<file path="config.mk">
export PLATFORM = sky130hd
export DESIGN_NAME = gfau_seq
export DESIGN_NICKNAME = d
export VERILOG_FILES = /design/src/rtl/gfau_seq_pkg.sv /design/src/rtl/gfau_seq_rf.sv /design/src/rtl/gfau_seq.sv
export SDC_FILE = /design/constraint.sdc
export NUM_CORES = 1
export LEC_CHECK = 0
export ABC_AREA = 0
export BUFFER_PORTS_ARGS = -buffer_cell sky130_fd_sc_hd__buf_2
export CORE_UTILIZATION = 35
export CTS_BUF_LIST = sky130_fd_sc_hd__clkbuf_8 sky130_fd_sc_hd__clkbuf_16
export CTS_CLUSTER_DIAMETER = 120
export DETAILED_ROUTE_END_ITERATION = 16
export PLACE_DENSITY = 0.55
export SLEW_MARGIN = 5
export SYNTH_ARGS = -nofsm -noshare
export SYNTH_HDL_FRONTEND = slang
export SYNTH_SLANG_ARGS = --single-unit
</file>
<file path="constraint.sdc">
create_clock -name i_clk -period 5 [get_ports i_clk]
set_clock_uncertainty 0.05 [all_clocks]
set_input_delay 0.25 -clock i_clk [delete_from_list [all_inputs] [get_ports i_clk]]
set_output_delay 0.25 -clock i_clk [all_outputs]
set_load 0.005 [all_outputs]
</file>
<file path="src/rtl/gfau_seq_pkg.sv">
// Shared definitions for the GFAU program sequencer: sizes, opcode values,
// instruction field layout and the sequencer state encoding.
package gfau_seq_pkg;

    localparam int DATA_W     = 32;
    localparam int RF_DEPTH   = 8;
    localparam int PROG_DEPTH = 16;
    localparam int RF_AW      = 3;
    localparam int PC_W       = 4;
    localparam int LEN_W      = 5;

    localparam int INSTR_W    = 11;
    localparam int OP_LSB     = 9;
    localparam int OP_W       = 2;
    localparam int DST_LSB    = 6;
    localparam int SRC0_LSB   = 3;
    localparam int SRC1_LSB   = 0;
    localparam int REG_W      = 3;

    localparam logic [OP_W-1:0] OP_ADD  = 2'd0;
    localparam logic [OP_W-1:0] OP_SUB  = 2'd1;
    localparam logic [OP_W-1:0] OP_MULT = 2'd2;
    localparam logic [OP_W-1:0] OP_DIV  = 2'd3;

    typedef enum logic [2:0] {
        ST_IDLE  = 3'd0,
        ST_ISSUE = 3'd1,
        ST_WAIT  = 3'd2,
        ST_FIN   = 3'd3,
        ST_ERR   = 3'd4
    } state_t;

    // Field order matches the packed instruction word {op, dst, src0, src1}.
    typedef struct packed {
        logic [OP_W-1:0]  op;
        logic [REG_W-1:0] dst;
        logic [REG_W-1:0] src0;
        logic [REG_W-1:0] src1;
    } instr_t;

    function automatic instr_t decode_instr(input logic [INSTR_W-1:0] raw);
        return instr_t'(raw);
    endfunction

endpackage

</file>
<file path="src/rtl/gfau_seq_rf.sv">
// 8x32 operand register file: two sequencer read ports, one host read port,
// a single write port, all entries cleared by reset.
module gfau_seq_rf
    import gfau_seq_pkg::*;
(
    input  logic              i_clk,
    input  logic              i_rst_n,
    input  logic              we,
    input  logic [RF_AW-1:0]  waddr,
    input  logic [DATA_W-1:0] wdata,
    input  logic [RF_AW-1:0]  raddr_a,
    input  logic [RF_AW-1:0]  raddr_b,
    input  logic [RF_AW-1:0]  raddr_h,
    output logic [DATA_W-1:0] rdata_a,
    output logic [DATA_W-1:0] rdata_b,
    output logic [DATA_W-1:0] rdata_h
);

    logic [DATA_W-1:0] regs [RF_DEPTH];

    always_ff @(posedge i_clk) begin
        if (!i_rst_n) begin
            for (int i = 0; i < RF_DEPTH; i++) begin
                regs[i] <= '0;
            end
        end else if (we) begin
            regs[waddr] <= wdata;
        end
    end

    assign rdata_a = regs[raddr_a];
    assign rdata_b = regs[raddr_b];
    assign rdata_h = regs[raddr_h];

endmodule

</file>
<file path="src/rtl/gfau_seq.sv">
// Runs a host-loaded program of GF(p) operations on a single GFAU instance,
// issuing one operation per instruction and writing the result back.
module gfau_seq
    import gfau_seq_pkg::*;
#(
    parameter int TIMEOUT = 256
) (
    input  logic               i_clk,
    input  logic               i_rst_n,
    input  logic               start,
    input  logic [LEN_W-1:0]   prog_len,
    input  logic [DATA_W-1:0]  prime,
    input  logic               prog_we,
    input  logic [PC_W-1:0]    prog_addr,
    input  logic [INSTR_W-1:0] prog_data,
    input  logic               rf_we,
    input  logic [RF_AW-1:0]   rf_waddr,
    input  logic [DATA_W-1:0]  rf_wdata,
    input  logic [RF_AW-1:0]   rf_raddr,
    output logic [DATA_W-1:0]  rf_rdata,
    output logic               busy,
    output logic               done,
    output logic               err,
    output logic [DATA_W-1:0]  g_in_0,
    output logic [DATA_W-1:0]  g_in_1,
    output logic [OP_W-1:0]    g_op,
    output logic               g_go,
    input  logic [DATA_W-1:0]  g_result,
    input  logic               g_done
);

    localparam int CNT_W = $clog2(TIMEOUT + 1);

    state_t             state;
    logic [PC_W-1:0]    pc;
    logic [LEN_W-1:0]   len_q;
    logic [CNT_W-1:0]   wait_cnt;
    logic [DATA_W-1:0]  in0_q;
    logic [DATA_W-1:0]  in1_q;
    logic [OP_W-1:0]    op_q;
    logic               err_q;
    logic [INSTR_W-1:0] prog_mem [PROG_DEPTH];
    instr_t             cur;
    logic               last_instr;

    logic               rf_we_int;
    logic [RF_AW-1:0]   rf_waddr_int;
    logic [DATA_W-1:0]  rf_wdata_int;
    logic [DATA_W-1:0]  rd_a;
    logic [DATA_W-1:0]  rd_b;

    // The modulus is consumed by the GFAU directly; the sequencer never looks at it.
    logic unused_prime;
    assign unused_prime = ^prime;

    assign cur        = decode_instr(prog_mem[pc]);
    assign last_instr = ({1'b0, pc} + LEN_W'(1)) >= len_q;

    // Instruction store keeps its contents across reset so a program can be rerun.
    always_ff @(posedge i_clk) begin
        if (i_rst_n && state == ST_IDLE && prog_we) begin
            prog_mem[prog_addr] <= prog_data;
        end
    end

    always_comb begin
        rf_we_int    = 1'b0;
        rf_waddr_int = rf_waddr;
        rf_wdata_int = rf_wdata;
        if (state == ST_IDLE) begin
            rf_we_int = rf_we;
        end else if (state == ST_WAIT && g_done) begin
            rf_we_int    = 1'b1;
            rf_waddr_int = cur.dst;
            rf_wdata_int = g_result;
        end
    end

    gfau_seq_rf u_rf (
        .i_clk   (i_clk),
        .i_rst_n (i_rst_n),
        .we      (rf_we_int),
        .waddr   (rf_waddr_int),
        .wdata   (rf_wdata_int),
        .raddr_a (cur.src0),
        .raddr_b (cur.src1),
        .raddr_h (rf_raddr),
        .rdata_a (rd_a),
        .rdata_b (rd_b),
        .rdata_h (rf_rdata)
    );

    always_ff @(posedge i_clk) begin
        if (!i_rst_n) begin
            state    <= ST_IDLE;
            pc       <= '0;
            len_q    <= '0;
            wait_cnt <= '0;
            in0_q    <= '0;
            in1_q    <= '0;
            op_q     <= '0;
            err_q    <= 1'b0;
        end else begin
            case (state)
                ST_IDLE: begin
                    if (start) begin
                        err_q <= 1'b0;
                        len_q <= prog_len;
                        pc    <= '0;
                        state <= (prog_len == '0) ? ST_FIN : ST_ISSUE;
                    end
                end
                ST_ISSUE: begin
                    in0_q    <= rd_a;
                    in1_q    <= rd_b;
                    op_q     <= cur.op;
                    wait_cnt <= '0;
                    state    <= ST_WAIT;
                end
                ST_WAIT: begin
                    if (g_done) begin
                        pc    <= pc + PC_W'(1);
                        state <= last_instr ? ST_FIN : ST_ISSUE;
                    end else if (wait_cnt == CNT_W'(TIMEOUT - 1)) begin
                        err_q <= 1'b1;
                        state <= ST_ERR;
                    end else begin
                        wait_cnt <= wait_cnt + CNT_W'(1);
                    end
                end
                ST_FIN:  state <= ST_IDLE;
                ST_ERR:  state <= ST_IDLE;
                default: state <= ST_IDLE;
            endcase
        end
    end

    // Operands are presented straight from the register file during ISSUE and
    // from the captured copies afterwards, so the GFAU sees them unchanged in WAIT.
    assign g_in_0 = (state == ST_ISSUE) ? rd_a   : in0_q;
    assign g_in_1 = (state == ST_ISSUE) ? rd_b   : in1_q;
    assign g_op   = (state == ST_ISSUE) ? cur.op : op_q;
    assign g_go   = (state == ST_ISSUE);
    assign busy   = (state == ST_ISSUE) || (state == ST_WAIT);
    assign done   = (state == ST_FIN);
    assign err    = err_q;

endmodule

</file>
==> impl_metrics.prom, run 1 <==
# TYPE chip_impl_metric gauge
chip_impl_metric{name="synth-edff-count",unit=""} 432
chip_impl_metric{name="max-cap-violations",unit=""} 0
chip_impl_metric{name="first_pass_iters",unit=""} 5
chip_impl_metric{name="area.growth.synth_to_final",unit="%"} 16.51
chip_impl_metric{name="dp_cells",unit=""} 3066
chip_impl_info{name="end_point_of_the_critical_path",value="g_in_0[27]"} 1
chip_impl_metric{name="postCtsSetupBuffers",unit=""} 0
chip_impl_info{name="min_path_type",value="input port to flip-flop"} 1
chip_impl_info{name="holdCritStartpoint",value="rf_wdata[22]"} 1
chip_impl_metric{name="grt_remaining_overflow",unit=""} 0
chip_impl_metric{name="numCtsBuffers",unit=""} 60
chip_impl_info{name="cell_at_the_root_of_the_clock_tree",value="sky130_fd_sc_hd__clkbuf_16"} 1
chip_impl_metric{name="drc_marker_count_from_the_first_detailed_route_iteration",unit=""} 1570
chip_impl_info{name="worstSetupPathType",value="flip-flop to output pin"} 1
chip_impl_metric{name="ys_async_rst_share",unit="%"} 0
chip_impl_metric{name="postSynthAreaPerCell",unit="um2"} 13.26
chip_impl_metric{name="dieArea",unit="um2"} 76120
chip_impl_metric{name="floorplan.initialDensity",unit="%"} 35.33
chip_impl_metric{name="r2r_setup_slack",unit="ps"} 940
chip_impl_metric{name="static-leakage-power",unit="nW"} 11.21
chip_impl_metric{name="max-vdd-ir-drop",unit="V"} 0.0002655
chip_impl_metric{name="antenna_violations_before_repair",unit=""} 5
chip_impl_metric{name="postSynthNetCount",unit=""} 2116
chip_impl_metric{name="total_power",unit="mW"} 10.40
chip_impl_metric{name="fin_cells",unit=""} 3203
chip_impl_metric{name="synth_sequential_area_ratio",unit="%"} 56.42
chip_impl_metric{name="cellPowerDensity",unit="nW/um2"} 340.0
chip_impl_metric{name="clk_latency",unit="ps"} 630
chip_impl_info{name="most_numerous_cell_in_the_yosys_netlist",value="sky130_fd_sc_hd__edfxtp_1"} 1
chip_impl_metric{name="post_synthesis_instance_total",unit=""} 1980
chip_impl_metric{name="detailed_place_hpwl",unit="um"} 48970
chip_impl_metric{name="timing.hold.ws",unit="ps"} 82.82
chip_impl_metric{name="post_cts_hold_buffer_count",unit=""} 22
chip_impl_metric{name="final_net_count",unit=""} 2317
chip_impl_metric{name="final_area",unit="um2"} 30590
chip_impl_metric{name="cts_htree_levels",unit=""} 2
chip_impl_metric{name="syn_area",unit="um2"} 26260
chip_impl_info{name="ys_top_cells_by_area",value="sky130_fd_sc_hd__edfxtp_1 49%, sky130_fd_sc_hd__mux4_2 9.0%, sky130_fd_sc_hd__mux2i_1 8.2%"} 1
chip_impl_metric{name="fin_tns_setup",unit="ps"} 0
chip_impl_metric{name="route.vias.total",unit=""} 18230
chip_impl_metric{name="route.met2.wl",unit="um"} 40240
chip_impl_info{name="timing.critical_path.from_type",value="flip-flop"} 1
chip_impl_metric{name="worst-endpoint-required",unit="ps"} 4700
chip_impl_metric{name="route.detailed.wl_per_inst",unit="um"} 25.59
chip_impl_metric{name="finalSetupViolCount",unit=""} 0
chip_impl_info{name="crit-reg2reg-capture",value="u_rf.regs[5][26]"} 1
chip_impl_metric{name="ff2ff_path_depth",unit=""} 8
chip_impl_metric{name="core",unit="um2"} 74320
chip_impl_metric{name="multi_input_gate_area",unit="um2"} 10460
chip_impl_metric{name="m1WireLength",unit="um"} 33250
chip_impl_metric{name="finalWorstPathRequiredPeriod",unit="ps"} 4721
chip_impl_metric{name="highest_clock_rate",unit="MHz"} 211.8
chip_impl_metric{name="grt_pass1_wl",unit="um"} 119300
chip_impl_info{name="critPathCaptureType",value="output pin"} 1
chip_impl_info{name="post_synth_most_frequent_cells",value="432 x sky130_fd_sc_hd__edfxtp_1, 358 x sky130_fd_sc_hd__nor2_1, 214 x sky130_fd_sc_hd__mux2i_1"} 1
chip_impl_metric{name="drive_gt1_share",unit="%"} 25.40
chip_impl_metric{name="floorplan.rows",unit=""} 100
chip_impl_info{name="route.top_layer_used",value="met5"} 1
chip_impl_metric{name="fillCellCount",unit=""} 6950
chip_impl_metric{name="critPathMaxFanout",unit=""} 31
chip_impl_metric{name="worst_slew_pin_slew",unit="ps"} 1196
chip_impl_metric{name="detail_route.vias_per_cell",unit=""} 5.693
chip_impl_metric{name="io_pins",unit=""} 230
chip_impl_metric{name="detail_route.drc_violations",unit=""} 0
chip_impl_metric{name="worst_slew_margin_rel",unit="%"} 17.98
chip_impl_metric{name="grt_use_total",unit="%"} 21.34
chip_impl_metric{name="timing_hold_violations_final",unit=""} 0
chip_impl_metric{name="synth_seq_cells",unit=""} 524
chip_impl_info{name="cts_tree",value="yes"} 1
chip_impl_metric{name="yosysWarnings",unit=""} 0
chip_impl_metric{name="final-max-slew-violation-count",unit=""} 0
chip_impl_metric{name="clock-sinks",unit=""} 524
chip_impl_metric{name="die_h",unit="um"} 275.9
chip_impl_metric{name="route.met3.wl",unit="um"} 5566
chip_impl_metric{name="grt_start_max_net_pins",unit=""} 53
chip_impl_metric{name="cts_buffer_depth",unit=""} 3
chip_impl_metric{name="cts_resized",unit=""} 0
chip_impl_metric{name="finalWeightedCongestion",unit=""} 0.8190
chip_impl_metric{name="clock_slew_at_reported_path_ffs",unit="ps"} 60
chip_impl_metric{name="die_x",unit="um"} 275.9
chip_impl_info{name="status",value="complete, no violations"} 1
chip_impl_metric{name="drt_wl_total",unit="um"} 81960
chip_impl_metric{name="worst-endpoint-arrival",unit="ps"} 4420
chip_impl_metric{name="via_count_of_the_first_global_routing_pass",unit=""} 18510
chip_impl_metric{name="place.port_buffers",unit=""} 197
chip_impl_metric{name="placement.cell_area",unit="um2"} 28400
chip_impl_metric{name="register_area",unit="um2"} 14820
chip_impl_info{name="rsz_0062_raised_after_global_routing",value="no"} 1
chip_impl_info{name="post-synth-top-area-cell",value="sky130_fd_sc_hd__edfxtp_1"} 1
chip_impl_metric{name="area_fraction_of_the_dominant_cell_type_after_synthesis",unit="%"} 49.41
chip_impl_metric{name="final.period_utilization",unit="%"} 94.41
chip_impl_metric{name="synth_cell_type_count",unit=""} 56
chip_impl_metric{name="antenna_violating_nets_post_route",unit=""} 0
chip_impl_info{name="ys_dominant_reg_cell",value="sky130_fd_sc_hd__edfxtp_1"} 1
[cell type report]
cell class / count / area share (%)
repair buffers: 296 / 6.332
inverters: 53 / 0.6544
multi-input cells: 1246 / 34.19
clock buffers: 68 / 5.305
diodes: 2 / 0.01636
well taps: 969 / 3.963
flip-flops and latches: 524 / 48.43
clock inverters: 45 / 1.113
[where the power goes]
part | internal (mW) | total (mW) | switching (mW)
registers | 4.88 | 4.97 | 0.0871
logic | 0.424 | 1.07 | 0.643
clock network | 2.52 | 4.36 | 1.84
[flip-flops by register name, indices dropped and copies added, names as in the netlist, 3 cells and up, named ones only]
name and cells:
u_rf.regs 256, pc 4, in0_q 32, state 3, len_q 5, prog_mem 176
in1_q 32, wait_cnt 9
[how the worst min path moves through the flow]
stage | end | slack [ps] | cells after the start
floorplan | prog_mem[0][0] | 300 | 0
global placement | len_q[2] | 410 | 2
global route | u_rf.regs[6][12] | 110 | 3
finish | u_rf.regs[1][22] | 80 | 3
CTS | u_rf.regs[7][22] | 60 | 3
detailed placement | len_q[3] | 400 | 2
[metal layers]
metal	track usage (%)	vias to the layer above
met5	0	-
met2	36.46	722
met4	8.401	4
met1	27.06	9164
li1	-	8151
met3	3.338	193
[per-stage QoR]
stage,setup slack (ps),util (%)
3_3_place_gp,952.8,38.22
6_report,279.4,41.16
4_1_cts,258.8,41.15
3_5_place_dp,916.5,38.22
5_1_grt,104.2,41.16
2_1_floorplan,1156,-
[worst max-delay path: stages, from the launching register on]
cell	delay, ps
sky130_fd_sc_hd__dfxtp_2	560
sky130_fd_sc_hd__buf_12	300
sky130_fd_sc_hd__mux4_2	550
sky130_fd_sc_hd__mux4_2	560
sky130_fd_sc_hd__inv_1	140
sky130_fd_sc_hd__or3_1	160
sky130_fd_sc_hd__buf_12	260
sky130_fd_sc_hd__a211oi_1	80
sky130_fd_sc_hd__a221o_1	280
sky130_fd_sc_hd__a211oi_1	660
sky130_fd_sc_hd__buf_2	240
[cells by family after synthesis]
family                   Yosys count  share of synthesized area, %
AND/OR/NAND/NOR                  489                         7.882
flip-flops                       524                         56.42
AO/OA/AOI/OAI                    383                         11.60
XOR/XNOR                           5                        0.1668
adder cells (fa/ha/maj)            8                        0.3812
multiplexers                     361                         19.30
buffers and inverters            210                         4.246
[cell usage in the layout, fill, tap and decap left out, types with 5 or more instances in the layout]
cell type,instances
sky130_fd_sc_hd__nand2_4,7
sky130_fd_sc_hd__dfxtp_1,91
sky130_fd_sc_hd__clkinv_1,10
sky130_fd_sc_hd__a2111oi_2,17
sky130_fd_sc_hd__nor2_2,5
sky130_fd_sc_hd__nor3_1,7
sky130_fd_sc_hd__a311o_1,9
sky130_fd_sc_hd__mux2_2,33
sky130_fd_sc_hd__o211a_1,11
sky130_fd_sc_hd__nor3_2,5
sky130_fd_sc_hd__nand3_1,18
sky130_fd_sc_hd__nand2_2,10
sky130_fd_sc_hd__a221o_1,55
sky130_fd_sc_hd__clkbuf_16,61
sky130_fd_sc_hd__dlygate4sd3_1,22
sky130_fd_sc_hd__a211oi_1,127
sky130_fd_sc_hd__mux2i_1,214
sky130_fd_sc_hd__a21oi_1,97
sky130_fd_sc_hd__clkbuf_8,7
sky130_fd_sc_hd__nand2_1,47
sky130_fd_sc_hd__ha_1,8
sky130_fd_sc_hd__inv_1,65
sky130_fd_sc_hd__buf_12,12
sky130_fd_sc_hd__mux4_1,5
sky130_fd_sc_hd__buf_4,66
sky130_fd_sc_hd__buf_2,196
sky130_fd_sc_hd__a2111oi_1,41
sky130_fd_sc_hd__edfxtp_1,432
sky130_fd_sc_hd__clkinv_2,10
sky130_fd_sc_hd__nor2_1,349
sky130_fd_sc_hd__mux4_2,105
sky130_fd_sc_hd__a2111oi_0,6
Power figures use the tool's default switching activity.
==> run 2, diff against run 1 <==
--- a/config.mk
+++ b/config.mk
@@ -12,6 +12,7 @@
 export CTS_CLUSTER_DIAMETER = 120
 export DETAILED_ROUTE_END_ITERATION = 16
 export PLACE_DENSITY = 0.55
+export RECOVER_POWER = 50
 export SLEW_MARGIN = 5
 export SYNTH_ARGS = -nofsm -noshare
 export SYNTH_HDL_FRONTEND = slang
==> impl_metrics.prom, run 2 (same netlist as run 1, synthesis figures left out) <==
# TYPE chip_impl_metric gauge
chip_impl_info{name="rsz_0062_raised_after_global_routing",value="no"} 1
chip_impl_metric{name="fillCellCount",unit=""} 6992
chip_impl_info{name="max_flop_register",value="u_rf.regs"} 1
chip_impl_info{name="worstSetupPathType",value="flip-flop to output pin"} 1
chip_impl_metric{name="cts_htree_levels",unit=""} 2
chip_impl_metric{name="antenna_violations_before_repair",unit=""} 5
chip_impl_metric{name="numCtsBuffers",unit=""} 60
chip_impl_info{name="leading_cell_type_in_the_layout_fill_and_taps_excluded",value="sky130_fd_sc_hd__edfxtp_1"} 1
chip_impl_metric{name="clock-sinks",unit=""} 524
chip_impl_metric{name="cp_slowest_stage_delay",unit="ps"} 560
chip_impl_metric{name="final_area",unit="um2"} 30380
chip_impl_metric{name="final_util",unit="%"} 40.88
chip_impl_metric{name="via_count_of_the_first_global_routing_pass",unit=""} 18510
chip_impl_metric{name="final_net_count",unit=""} 2317
chip_impl_metric{name="detailed_place_hpwl",unit="um"} 48970
chip_impl_metric{name="worst-endpoint-required",unit="ps"} 4700
chip_impl_metric{name="fin_tns_setup",unit="ps"} 0
chip_impl_metric{name="total_power",unit="mW"} 10.38
chip_impl_info{name="largestRegisters",value="u_rf.regs x256, prog_mem x176"} 1
chip_impl_metric{name="dp_cells",unit=""} 3066
chip_impl_metric{name="grt_use_total",unit="%"} 21.34
chip_impl_metric{name="cellPowerDensity",unit="nW/um2"} 341.8
chip_impl_metric{name="placement.cell_area",unit="um2"} 28400
chip_impl_info{name="min_path_type",value="input port to flip-flop"} 1
chip_impl_metric{name="r2r_setup_slack",unit="ps"} 460
chip_impl_info{name="status",value="finished with violations"} 1
chip_impl_metric{name="route.vias.total",unit=""} 18280
chip_impl_metric{name="route.detailed.wl_per_inst",unit="um"} 25.64
chip_impl_info{name="critPathCaptureType",value="output pin"} 1
chip_impl_metric{name="place.port_buffers",unit=""} 197
chip_impl_metric{name="place_ws",unit="ps"} 916.5
chip_impl_info{name="end_point_of_the_critical_path",value="g_in_0[31]"} 1
chip_impl_metric{name="fin_cells",unit=""} 3203
chip_impl_metric{name="finalWorstPathRequiredPeriod",unit="ps"} 4750
chip_impl_metric{name="cts_buffer_depth",unit=""} 3
chip_impl_metric{name="ff2ff_path_depth",unit=""} 5
chip_impl_metric{name="clock_slew_at_reported_path_ffs",unit="ps"} 60
chip_impl_metric{name="floorplan.initialDensity",unit="%"} 35.33
chip_impl_metric{name="first_pass_iters",unit=""} 6
chip_impl_metric{name="grt_pass1_wl",unit="um"} 119300
chip_impl_metric{name="worst_slew_margin_rel",unit="%"} -64.13
chip_impl_metric{name="final-max-slew-violation-count",unit=""} 111
chip_impl_metric{name="detail_route.vias_per_cell",unit=""} 5.706
chip_impl_info{name="crit-reg2reg-capture",value="u_rf.regs[2][30]"} 1
chip_impl_metric{name="grt_remaining_overflow",unit=""} 0
chip_impl_info{name="timing.critical_path.from_type",value="flip-flop"} 1
chip_impl_metric{name="antenna_violating_nets_post_route",unit=""} 0
chip_impl_metric{name="floorplan.rows",unit=""} 100
chip_impl_metric{name="cts_resized",unit=""} 0
chip_impl_info{name="cts_tree",value="yes"} 1
chip_impl_info{name="regToRegStartpoint",value="state[2]"} 1
chip_impl_metric{name="highest_clock_rate",unit="MHz"} 210.5
chip_impl_info{name="leading_cell_types_in_the_layout_fill_and_taps_excluded",value="432 x sky130_fd_sc_hd__edfxtp_1, 356 x sky130_fd_sc_hd__nor2_1, 215 x sky130_fd_sc_hd__mux2i_1"} 1
chip_impl_metric{name="grt_start_max_net_pins",unit=""} 53
chip_impl_info{name="worst_path_max_delay_cell",value="sky130_fd_sc_hd__dfxtp_2"} 1
chip_impl_metric{name="static-leakage-power",unit="nW"} 11.00
chip_impl_metric{name="die_x",unit="um"} 275.9
chip_impl_metric{name="finalSetupViolCount",unit=""} 0
chip_impl_metric{name="critPathMaxFanout",unit=""} 31
chip_impl_info{name="cell_at_the_root_of_the_clock_tree",value="sky130_fd_sc_hd__clkbuf_16"} 1
chip_impl_metric{name="detail_route.drc_violations",unit=""} 0
chip_impl_metric{name="max-cap-violations",unit=""} 5
chip_impl_metric{name="die_h",unit="um"} 275.9
chip_impl_metric{name="drive_gt1_share",unit="%"} 22.27
chip_impl_metric{name="core",unit="um2"} 74320
chip_impl_metric{name="area.growth.synth_to_final",unit="%"} 15.70
chip_impl_metric{name="drt_wl_total",unit="um"} 82110
chip_impl_metric{name="largest_register_ff_count",unit=""} 256
chip_impl_metric{name="worst-endpoint-arrival",unit="ps"} 4450
chip_impl_metric{name="dieArea",unit="um2"} 76120
chip_impl_metric{name="layout_setup_ws",unit="ps"} 250.4
chip_impl_info{name="worst_path_cell_chain",value="buf_12 > mux4_2 > a2bb2oi_1 > nand2_2 > buf_4 > nand3_1 > o211a_1 > a311o_1 > a211oi_1 > buf_2"} 1
chip_impl_metric{name="timing_hold_violations_final",unit=""} 0
chip_impl_metric{name="clk_latency",unit="ps"} 630
chip_impl_metric{name="finalWeightedCongestion",unit=""} 0.8190
chip_impl_metric{name="io_pins",unit=""} 230
chip_impl_metric{name="final.period_utilization",unit="%"} 94.99
chip_impl_info{name="violations",value="capacitance limit, slew limit"} 1
chip_impl_metric{name="worst_slew_pin_slew",unit="ps"} 2462
chip_impl_metric{name="drc_marker_count_from_the_first_detailed_route_iteration",unit=""} 1547
chip_impl_metric{name="timing.hold.ws",unit="ps"} 84.10
chip_impl_metric{name="max-vdd-ir-drop",unit="V"} 0.0002644
run 2: changes by cell type in the layout (fill, tap and decap cells not counted), moves of 7 or more:
cell / previous run / this run
sky130_fd_sc_hd__buf_2: 196 / 171
sky130_fd_sc_hd__buf_4: 66 / 47
sky130_fd_sc_hd__nor2_1: 349 / 356
sky130_fd_sc_hd__clkbuf_1: 0 / 41
sky130_fd_sc_hd__mux2_2: 33 / 22
sky130_fd_sc_hd__mux2_1: 0 / 13
run 2: cell type report:
type                    count  area [um2]  area share [%]
inverters                  53       200.2          0.6590
diodes                      2       5.005         0.01647
clock buffers              68        1623           5.342
flip-flops and latches    524       14820           48.77
clock inverters            45       340.3           1.120
multi-input cells        1246       10360           34.10
repair buffers            296        1823           6.001
well taps                 969        1212           3.991
run 2: power breakdown:
group,leakage (nW),internal (mW),switching [mW]
combinational,4.99,0.411,0.639
clock,1.02,2.52,1.84
sequential,4.99,4.88,0.0869
total,11.0,7.82,2.57
run 2: layer usage:
layer | GRT usage (%) | up-vias | wire, um
met1 | 27.06 | 9186 | 33630
met5 | 0 | - | 23
met2 | 36.46 | 758 | 40160
li1 | - | 8147 | -
met4 | 8.401 | 4 | 2845
met3 | 3.338 | 182 | 5455
run 2: worst min path at each step:
stage               depth (start not counted)  slack (ps)          endpoint         start
global route                                3         110  u_rf.regs[6][12]  rf_wdata[12]
detailed placement                          2         400          len_q[3]      len_q[3]
floorplan                                   0         300    prog_mem[0][0]  prog_data[0]
CTS                                         3          60  u_rf.regs[7][22]  rf_wdata[22]
finish                                      3          80  u_rf.regs[7][22]  rf_wdata[22]
global placement                            2         410          len_q[2]      len_q[2]
run 2: worst max-delay path: cells and delay by family, from the launching register on:
kind,cells,cell delay (ps)
AOI/OAI and AO/OA,4,1150
buffers and inverters,3,1030
DFF,1,560
muxes,1,550
and+or+nand+nor,2,490
run 2: what timing repair did:
item / in CTS / in global routing
hold buffers: 22 / 0
setup buffers: 0 / 0
hold endpoints to repair: 184 / 0
==> run 3, diff against run 2 <==
--- a/config.mk
+++ b/config.mk
@@ -6,7 +6,7 @@
 export NUM_CORES = 1
 export LEC_CHECK = 0
 export ABC_AREA = 0
-export BUFFER_PORTS_ARGS = -buffer_cell sky130_fd_sc_hd__buf_2
+export BUFFER_PORTS_ARGS = -buffer_cell sky130_fd_sc_hd__clkbuf_2
 export CORE_UTILIZATION = 35
 export CTS_BUF_LIST = sky130_fd_sc_hd__clkbuf_8 sky130_fd_sc_hd__clkbuf_16
 export CTS_CLUSTER_DIAMETER = 120
==> impl_metrics.prom, run 3 (same netlist as run 1, synthesis figures left out) <==
# TYPE chip_impl_metric gauge
chip_impl_metric{name="clk_latency",unit="ps"} 630
chip_impl_metric{name="static-leakage-power",unit="nW"} 11.03
chip_impl_info{name="violations",value="capacitance limit, slew limit"} 1
chip_impl_metric{name="route.detailed.wl_per_inst",unit="um"} 25.63
chip_impl_metric{name="detailed_place_hpwl",unit="um"} 50060
chip_impl_metric{name="clock-sinks",unit=""} 524
chip_impl_metric{name="floorplan.rows",unit=""} 100
chip_impl_metric{name="critPathMaxFanout",unit=""} 11
chip_impl_info{name="rsz_0062_raised_after_global_routing",value="no"} 1
chip_impl_metric{name="via_count_of_the_first_global_routing_pass",unit=""} 18770
chip_impl_metric{name="highest_clock_rate",unit="MHz"} 205.3
chip_impl_metric{name="worst_slew_pin_slew",unit="ps"} 2441
chip_impl_info{name="cell_at_the_root_of_the_clock_tree",value="sky130_fd_sc_hd__clkbuf_16"} 1
chip_impl_metric{name="r2r_setup_slack",unit="ps"} 430
chip_impl_metric{name="ff2ff_path_depth",unit=""} 8
chip_impl_metric{name="dieArea",unit="um2"} 76120
chip_impl_metric{name="final_net_count",unit=""} 2333
chip_impl_metric{name="core",unit="um2"} 74320
chip_impl_metric{name="grt_use_total",unit="%"} 21.40
chip_impl_metric{name="io_pins",unit=""} 230
chip_impl_info{name="crit-reg2reg-capture",value="u_rf.regs[3][17]"} 1
chip_impl_metric{name="detail_route.drc_violations",unit=""} 0
chip_impl_metric{name="drt_wl_total",unit="um"} 82520
chip_impl_metric{name="numCtsBuffers",unit=""} 60
chip_impl_metric{name="die_x",unit="um"} 275.9
chip_impl_metric{name="grt_remaining_overflow",unit=""} 0
chip_impl_metric{name="place.port_buffers",unit=""} 197
chip_impl_metric{name="final_area",unit="um2"} 30470
chip_impl_metric{name="first_pass_iters",unit=""} 5
chip_impl_info{name="worstSetupPathType",value="flip-flop to output pin"} 1
chip_impl_metric{name="largest_register_ff_count",unit=""} 256
chip_impl_info{name="critPathCaptureType",value="output pin"} 1
chip_impl_metric{name="placement.cell_area",unit="um2"} 28480
chip_impl_metric{name="whs_path_depth",unit=""} 3
chip_impl_metric{name="final.period_utilization",unit="%"} 97.43
chip_impl_metric{name="timing.hold.ws",unit="ps"} 98.04
chip_impl_metric{name="floorplan.initialDensity",unit="%"} 35.33
chip_impl_metric{name="grt_pass1_wl",unit="um"} 119600
chip_impl_metric{name="route.vias.total",unit=""} 18440
chip_impl_metric{name="antenna_violating_nets_post_route",unit=""} 0
chip_impl_metric{name="worst_slew_margin_rel",unit="%"} -62.71
chip_impl_metric{name="clock_slew_at_reported_path_ffs",unit="ps"} 60
chip_impl_metric{name="fillCellCount",unit=""} 6928
chip_impl_metric{name="grt_start_max_net_pins",unit=""} 57
chip_impl_info{name="leading_cell_types_in_the_layout_fill_and_taps_excluded",value="432 x sky130_fd_sc_hd__edfxtp_1, 355 x sky130_fd_sc_hd__nor2_1, 214 x sky130_fd_sc_hd__mux2i_1"} 1
chip_impl_info{name="max_flop_register",value="u_rf.regs"} 1
chip_impl_metric{name="finalWeightedCongestion",unit=""} 0.8282
chip_impl_info{name="min_path_type",value="input port to flip-flop"} 1
chip_impl_metric{name="cts_htree_levels",unit=""} 2
chip_impl_info{name="worstHoldEndpoint",value="u_rf.regs[6][24]"} 1
chip_impl_info{name="cts_tree",value="yes"} 1
chip_impl_metric{name="die_h",unit="um"} 275.9
chip_impl_metric{name="postCtsSetupBuffers",unit=""} 0
chip_impl_info{name="largestRegisters",value="u_rf.regs x256, prog_mem x176"} 1
chip_impl_info{name="holdCritStartpoint",value="rf_wdata[24]"} 1
chip_impl_info{name="timing.critical_path.from_type",value="flip-flop"} 1
chip_impl_metric{name="fin_tns_setup",unit="ps"} 0
chip_impl_metric{name="detail_route.vias_per_cell",unit=""} 5.725
chip_impl_metric{name="worst-endpoint-arrival",unit="ps"} 4570
chip_impl_metric{name="finalWorstPathRequiredPeriod",unit="ps"} 4872
chip_impl_info{name="leading_cell_type_in_the_layout_fill_and_taps_excluded",value="sky130_fd_sc_hd__edfxtp_1"} 1
chip_impl_metric{name="max-vdd-ir-drop",unit="V"} 0.0003057
chip_impl_metric{name="antenna_violations_before_repair",unit=""} 4
chip_impl_metric{name="timing_hold_violations_final",unit=""} 0
chip_impl_metric{name="drive_gt1_share",unit="%"} 22.73
chip_impl_metric{name="cellPowerDensity",unit="nW/um2"} 341.4
chip_impl_info{name="status",value="finished with violations"} 1
chip_impl_metric{name="cts_buffer_depth",unit=""} 3
chip_impl_metric{name="worst-endpoint-required",unit="ps"} 4700
chip_impl_metric{name="area.growth.synth_to_final",unit="%"} 16.03
chip_impl_metric{name="drc_marker_count_from_the_first_detailed_route_iteration",unit=""} 1773
chip_impl_metric{name="finalSetupViolCount",unit=""} 0
chip_impl_metric{name="final-max-slew-violation-count",unit=""} 158
chip_impl_metric{name="max-cap-violations",unit=""} 8
-- run 3: final cells by class --
| cell class | instances | area, um2 | share of cell area (%) |
|---|---|---|---|
| Sequential cell | 524 | 14820 | 48.64 |
| Multi-Input combinational cell | 1246 | 10370 | 34.04 |
| Timing Repair Buffer | 312 | 1903 | 6.247 |
| Clock buffer | 68 | 1623 | 5.327 |
| Tap cell | 969 | 1212 | 3.980 |
| Clock inverter | 45 | 331.6 | 1.088 |
| Inverter | 53 | 200.2 | 0.6571 |
| Antenna cell | 3 | 7.507 | 0.02464 |
-- run 3: stage by stage --
step / worst slack, ps / power (mW) / instances / utilization (%)
after floorplan: 1156 / 5.652 / 1980 / -
after global placement: 765.1 / 6.097 / 3081 / 38.32
after detailed placement: 723.7 / 6.124 / 3081 / 38.32
after CTS: 15.73 / 10.50 / 3217 / 41.26
after global routing: 45.51 / 10.74 / 3220 / 40.99
final: 128.5 / 10.40 / 3220 / 40.99
-- run 3: worst max-delay path by stage --
stage / cells after the start / from / endpoint / slack, ps
global route: 10 / flip-flop / g_in_0[13] / 50
CTS: 10 / flip-flop / g_in_1[14] / 20
finish: 10 / flip-flop / g_in_0[10] / 130
floorplan: 12 / flip-flop / u_rf.regs[1][0] / 1160
global placement: 10 / flip-flop / g_in_1[16] / 770
detailed placement: 10 / flip-flop / g_in_1[14] / 720
-- run 3: power by group --
group / total, mW / switching, mW / internal (mW)
logic: 1.06 / 0.644 / 0.416
registers: 4.97 / 0.0877 / 4.88
clock network: 4.37 / 1.85 / 2.52
total: 10.4 / 2.58 / 7.82
-- run 3: what timing repair did --
action                                  CTS  global route
hold buffers                             23             0
endpoints found under the setup margin    0            13
gates resized for setup                   0             1
endpoints found under the hold margin   184             0
-- run 3: worst max-delay path, stage by stage, from the launching register on --
cell,delay (ps)
sky130_fd_sc_hd__dfxtp_1,720
sky130_fd_sc_hd__buf_4,280
sky130_fd_sc_hd__mux4_2,320
sky130_fd_sc_hd__mux4_2,600
sky130_fd_sc_hd__inv_1,160
sky130_fd_sc_hd__or3_1,530
sky130_fd_sc_hd__buf_4,290
sky130_fd_sc_hd__a211oi_1,70
sky130_fd_sc_hd__a221o_1,310
sky130_fd_sc_hd__a211oi_1,460
sky130_fd_sc_hd__clkbuf_2,200
-- run 3: routing by layer --
layer	global-route usage, %	up-vias	routed length, um	part of all wire [%]
met5	0	-	13	0.016
met2	37.16	761	40970	50
met1	27.16	9334	33920	41
li1	-	8165	-	-
met4	7.215	2	2492	3.0
met3	3.226	173	5116	6.2
